<file path="config.mk">
export PLATFORM = sky130hd
export DESIGN_NAME = pwm_cfg_master
export DESIGN_NICKNAME = d
export VERILOG_FILES = /design/src/rtl/pwm_cfg_master.sv
export SDC_FILE = /design/constraint.sdc
export NUM_CORES = 1
export LEC_CHECK = 0
export CORE_MARGIN = 1.5
export CORE_UTILIZATION = 47
export CTS_CLUSTER_SIZE = 12
export DETAILED_ROUTE_END_ITERATION = 12
export PLACE_DENSITY_LB_ADDON = 0.15
export SLEW_MARGIN = 30
export SYNTH_ARGS = -nofsm -noshare
export SYNTH_HDL_FRONTEND = slang
export SYNTH_SLANG_ARGS = --single-unit
</file>
<file path="constraint.sdc">
create_clock -name clk -period 5.6 [get_ports clk]
set_clock_uncertainty 0.15 [all_clocks]
set_input_delay 1.12 -clock clk [delete_from_list [all_inputs] [get_ports clk]]
set_output_delay 1.12 -clock clk [all_outputs]
set_load 0.02 [all_outputs]
</file>
<file path="src/rtl/pwm_cfg_master.sv">
// Command-driven bus master that programs one PWM channel (T, D, E registers)
// or reads the shared status word, with registered bus strobes.
module pwm_cfg_master #(
  parameter int unsigned GAP_CYCLES = 1
) (
  input  logic        clk,
  input  logic        rst,
  input  logic        cmd_valid,
  output logic        cmd_ready,
  input  logic        cmd_op,
  input  logic [2:0]  cmd_ch,
  input  logic [31:0] cmd_period,
  input  logic [31:0] cmd_duty,
  input  logic        cmd_en,
  output logic        rsp_valid,
  output logic [31:0] rsp_data,
  output logic        rsp_err,
  output logic        cs,
  output logic        wr,
  output logic        rd,
  output logic [7:0]  addr,
  output logic [31:0] d_out,
  input  logic [31:0] d_in
);

  typedef enum logic [2:0] {IDLE, WR_T, WR_D, WR_E, GAP, RD1, RD2, RSP} state_t;

  state_t      state, state_n, resume, resume_n;
  logic [2:0]  gap_cnt, gap_cnt_n;
  logic [2:0]  ch_q;
  logic [31:0] period_q, duty_q;
  logic        en_q;

  logic        accept;
  logic [2:0]  ch_s;
  logic [31:0] period_s, duty_s;
  logic        en_s, clamp_s;
  logic [7:0]  base_s;

  logic        cs_n, wr_n, rd_n, rsp_valid_n, rsp_err_n, cmd_ready_n;
  logic [7:0]  addr_n;
  logic [31:0] d_out_n, rsp_data_n;

  assign accept = cmd_valid && cmd_ready;

  // Outputs are registered from the next state, so the acceptance cycle must
  // see the raw command fields before they land in the holding registers.
  always_comb begin
    ch_s     = accept ? cmd_ch     : ch_q;
    period_s = accept ? cmd_period : period_q;
    duty_s   = accept ? cmd_duty   : duty_q;
    en_s     = accept ? cmd_en     : en_q;
    clamp_s  = duty_s > period_s;
    base_s   = {5'b0, ch_s} * 8'd12;
  end

  always_comb begin
    state_n   = state;
    resume_n  = resume;
    gap_cnt_n = gap_cnt;
    case (state)
      IDLE: if (accept) state_n = cmd_op ? RD1 : WR_T;
      WR_T: begin
        if (GAP_CYCLES == 0) state_n = WR_D;
        else begin
          state_n   = GAP;
          resume_n  = WR_D;
          gap_cnt_n = 3'(GAP_CYCLES - 1);
        end
      end
      WR_D: begin
        if (GAP_CYCLES == 0) state_n = WR_E;
        else begin
          state_n   = GAP;
          resume_n  = WR_E;
          gap_cnt_n = 3'(GAP_CYCLES - 1);
        end
      end
      WR_E: state_n = RSP;
      GAP: begin
        if (gap_cnt == 3'd0) state_n = resume;
        else gap_cnt_n = gap_cnt - 3'd1;
      end
      RD1:     state_n = RD2;
      RD2:     state_n = RSP;
      RSP:     state_n = IDLE;
      default: state_n = IDLE;
    endcase
  end

  always_comb begin
    cs_n    = 1'b0;
    wr_n    = 1'b0;
    rd_n    = 1'b0;
    addr_n  = '0;
    d_out_n = '0;
    case (state_n)
      WR_T: begin
        cs_n = 1'b1; wr_n = 1'b1;
        addr_n  = base_s + 8'd4;
        d_out_n = period_s;
      end
      WR_D: begin
        cs_n = 1'b1; wr_n = 1'b1;
        addr_n  = base_s + 8'd8;
        d_out_n = clamp_s ? period_s : duty_s;
      end
      WR_E: begin
        cs_n = 1'b1; wr_n = 1'b1;
        addr_n  = base_s;
        d_out_n = {31'b0, en_s};
      end
      RD1, RD2: begin
        cs_n = 1'b1; rd_n = 1'b1;
        addr_n = 8'h60;
      end
      default: ;
    endcase
    rsp_valid_n = (state_n == RSP);
    rsp_err_n   = (state == WR_E) && clamp_s;
    rsp_data_n  = (state == RD2) ? d_in : '0;
    cmd_ready_n = (state_n == IDLE);
  end

  always_ff @(posedge clk) begin
    if (rst) begin
      state     <= IDLE;
      resume    <= IDLE;
      gap_cnt   <= '0;
      ch_q      <= '0;
      period_q  <= '0;
      duty_q    <= '0;
      en_q      <= 1'b0;
      cs        <= 1'b0;
      wr        <= 1'b0;
      rd        <= 1'b0;
      addr      <= '0;
      d_out     <= '0;
      rsp_valid <= 1'b0;
      rsp_err   <= 1'b0;
      rsp_data  <= '0;
      cmd_ready <= 1'b0;
    end else begin
      state     <= state_n;
      resume    <= resume_n;
      gap_cnt   <= gap_cnt_n;
      if (accept) begin
        ch_q     <= cmd_ch;
        period_q <= cmd_period;
        duty_q   <= cmd_duty;
        en_q     <= cmd_en;
      end
      cs        <= cs_n;
      wr        <= wr_n;
      rd        <= rd_n;
      addr      <= addr_n;
      d_out     <= d_out_n;
      rsp_valid <= rsp_valid_n;
      rsp_err   <= rsp_err_n;
      rsp_data  <= rsp_data_n;
      cmd_ready <= cmd_ready_n;
    end
  end

endmodule
</file>
==> impl_metrics.env <==
export IMPL_run_status="finished, final reports clean"
export IMPL_fin_crit_ns=4.72
export IMPL_post_route_cell_area_um2=8610
export IMPL_met1_usage=0.237
export IMPL_final_nets=935
export IMPL_grt_first_pass_wirelength_um=22100
export IMPL_io_pins=182
export IMPL_met2_usage=0.352
export IMPL_fmax_mhz=212
export IMPL_cts_max_path_buffers=2
export IMPL_synth_edff_count=0
export IMPL_top_library_cells_by_usage_in_the_layout_fill_and_taps_aside="sky130_fd_sc_hd__clkdlybuf4s50_1 (178), sky130_fd_sc_hd__dfxtp_1 (152), sky130_fd_sc_hd__nor2_1 (91)"
export IMPL_synth_top_area_share=0.498
export IMPL_gr_usage_all_layers=0.211
export IMPL_synth_cells=615
export IMPL_sequential_cell_area_um2=3040
export IMPL_drt_total_wl_um=14100
export IMPL_post_synth_main_area_contributors="sky130_fd_sc_hd__dfxtp_1 (50%), sky130_fd_sc_hd__mux2i_1 (11%), sky130_fd_sc_hd__ha_1 (7.8%)"
export IMPL_synth_sequential_area_ratio=0.498
export IMPL_number_of_violations_of_the_max_capacitance_limit=0
export IMPL_grt_max_degree=51
export IMPL_post_drt_via_cell_ratio=5.04
export IMPL_final_antenna_net_count=0
export IMPL_max_slew_margin=0.523
export IMPL_postSynthRegisterBits=152
export IMPL_die_w_um=117
export IMPL_timing_critical_path_required_ns=5.74
export IMPL_number_of_antenna_violations_at_the_first_check_in_global_routing=0
export IMPL_finalCritPeriodShare=0.842
export IMPL_finalSetupTns_ns=0
export IMPL_cts_htree_levels=4
export IMPL_tritoncts_num_sinks=152
export IMPL_dominant_synthesized_flop_cell="sky130_fd_sc_hd__dfxtp_1"
export IMPL_warning_count_from_the_yosys_run=0
export IMPL_iteration_0_drc_count_of_the_detailed_router=306
export IMPL_cts_hold_buffers=0
export IMPL_dp_cells=945
export IMPL_worst_hold_slack_ns=0.323
export IMPL_clk_latency_ns=0.42
export IMPL_placement_setup_worst_slack_ns=0.451
export IMPL_number_of_gates_given_a_new_drive_strength_after_cts=0
export IMPL_post_route_cells_drive_above_1_share=0.0634
export IMPL_power_density_cell_area_nw_per_um2=315
export IMPL_nFillCells=983
export IMPL_gr_max_usage_layer="met2"
export IMPL_cp_max_fo=30
export IMPL_core_footprint_um2=12700
export IMPL_final_core_util=0.680
export IMPL_post_route_drc_count=0
export IMPL_clk_pin_slew_worst_paths_ns=0.06
export IMPL_slew_violations=0
export IMPL_worst_setup_path_type="input port to register"
export IMPL_synth_async_reset_ratio=0
export IMPL_num_vias=4926
export IMPL_dpl_hpwl_um=10200
export IMPL_cp_end_kind="register"
export IMPL_synth_area_per_cell_um2=9.93
export IMPL_wl_per_cell_um=14.4
export IMPL_total_leakage_power_nw=3.82
export IMPL_grt_util_met3=0.0917
export IMPL_layout_cells_most_common="sky130_fd_sc_hd__clkdlybuf4s50_1"
export IMPL_placedInstanceArea_um2=8050
export IMPL_grt_setup_unrepaired="no"
export IMPL_min_path_type="register to register"
export IMPL_die_height_um=117
export IMPL_layoutNonFillerInstCount=977
export IMPL_number_of_buffers_inserted_during_clock_tree_synthesis=17
export IMPL_postCtsSetupBuffers=0
export IMPL_cts_root_buf="sky130_fd_sc_hd__clkbuf_16"
export IMPL_multi_input_comb_area_um2=2770
export IMPL_setup_viol=0
export IMPL_via_count_of_the_first_global_routing_pass=4910
export IMPL_synth_lib_cells_used_distinct=63
export IMPL_insertedDiodeCount=0
export IMPL_yosys_top_cell_by_area="sky130_fd_sc_hd__dfxtp_1"
export IMPL_post_layout_total_power_mw=2.71
export IMPL_placement_rows=41
export IMPL_synthesis_area_um2=6110
export IMPL_place_congestion=0.822
export IMPL_drt_pass1_iter_count=5
export IMPL_timing_final_ws_setup_ns=0.885
export IMPL_grt_ovfl_total=0
export IMPL_initial_utilization=0.482
export IMPL_cts_tree="yes"
export IMPL_area_growth_pct=41.0
export IMPL_timing_final_hold_violations=0
export IMPL_portBuffers=179
export IMPL_ir_drop_uv=230
export IMPL_critPathLaunchType="input port"
export IMPL_floorplan_die_area_um2=13700
export IMPL_worst_endpoint_arrival_ns=4.85
export IMPL_tightestPinTransition_ns=0.710
[critical path, stage by stage]
cell                              delay (ns)
sky130_fd_sc_hd__clkdlybuf4s50_1        0.51
sky130_fd_sc_hd__and2_4                 0.53
sky130_fd_sc_hd__mux2i_1                0.38
sky130_fd_sc_hd__inv_1                  0.10
sky130_fd_sc_hd__ha_1                   0.31
sky130_fd_sc_hd__nand4_1                0.14
sky130_fd_sc_hd__nor3_2                 0.30
sky130_fd_sc_hd__nand4_1                0.20
sky130_fd_sc_hd__or4_4                  0.59
sky130_fd_sc_hd__a32oi_2                0.24
sky130_fd_sc_hd__buf_4                  0.29
sky130_fd_sc_hd__o22ai_1                0.13
[sequential cells by signal, summed over array words and instances, names as in the netlist, 2 cells and up]
| signal | cells |
|---|---|
| state | 3 |
| duty_q | 32 |
| rsp_data | 32 |
| ch_q | 3 |
| resume | 2 |
| period_q | 32 |
| d_out | 32 |
| addr | 6 |
| gap_cnt | 3 |
[power breakdown]
group	leakage, nW	total (mW)	switching (mW)	internal, mW
Sequential	1.23	1.14	0.0177	1.12
Combinational	2.34	0.485	0.256	0.229
Clock	0.252	1.09	0.432	0.654
Total	3.82	2.71	0.706	2.01
[layout make-up]
class,count,area share
flip-flops and latches,152,0.353
multi-input cells,389,0.321
repair buffers,188,0.215
clock buffers,21,0.0511
well taps,172,0.0250
inverters,44,0.0192
clock inverters,11,0.0147
[kinds of logic (layout without fill, tap and decap cells)]
group           after synthesis  after routing  share of synthesized area
compound gates               89             89                      0.101
other cells                   1              2                   0.000614
fa+ha+maj                    39             39                     0.0811
flops                       152            152                      0.498
buf+inv                      75            264                     0.0506
simple gates                185            185                      0.149
xor+xnor                      6              6                    0.00860
mux                          68             68                      0.111
[final timing paths]
kind	slack, ns	startpoint	cells after the start	endpoint
worst max-delay path	0.88	cmd_valid	12	d_out[27]
worst min-delay path	0.32	resume[1]	2	resume[1]
worst max register to register	1.67	cmd_ready	11	d_out[27]
worst min register to register	0.32	resume[1]	2	resume[1]
[cells in the mapped netlist, types with 2 or more instances]
library cell	n
sky130_fd_sc_hd__nand3b_1	2
sky130_fd_sc_hd__nor3_1	6
sky130_fd_sc_hd__ha_1	38
sky130_fd_sc_hd__clkbuf_1	16
sky130_fd_sc_hd__and2_1	33
sky130_fd_sc_hd__nand2_1	16
sky130_fd_sc_hd__o21ai_1	2
sky130_fd_sc_hd__mux2i_1	68
sky130_fd_sc_hd__xnor2_1	4
sky130_fd_sc_hd__nand4_1	3
sky130_fd_sc_hd__a21oi_1	18
sky130_fd_sc_hd__nand2b_1	3
sky130_fd_sc_hd__and2_4	2
sky130_fd_sc_hd__and4_1	2
sky130_fd_sc_hd__a22oi_1	2
sky130_fd_sc_hd__xor2_1	2
sky130_fd_sc_hd__o22ai_1	30
sky130_fd_sc_hd__o21ai_0	7
sky130_fd_sc_hd__o31a_1	2
sky130_fd_sc_hd__buf_1	5
sky130_fd_sc_hd__and3_1	4
sky130_fd_sc_hd__nor2b_1	3
sky130_fd_sc_hd__a21o_1	8
sky130_fd_sc_hd__inv_1	42
sky130_fd_sc_hd__nor2_1	91
sky130_fd_sc_hd__nand3_1	9
sky130_fd_sc_hd__buf_4	6
sky130_fd_sc_hd__buf_2	4
sky130_fd_sc_hd__dfxtp_1	152
sky130_fd_sc_hd__nor4b_1	2
[per-layer routing]
metal  up-vias  wire (um)
li1       2453          -
met5         -          0
met3        23       1390
met4         0        265
met2       210       6610
met1      2240       5810
(Power assumes the default switching activity.)
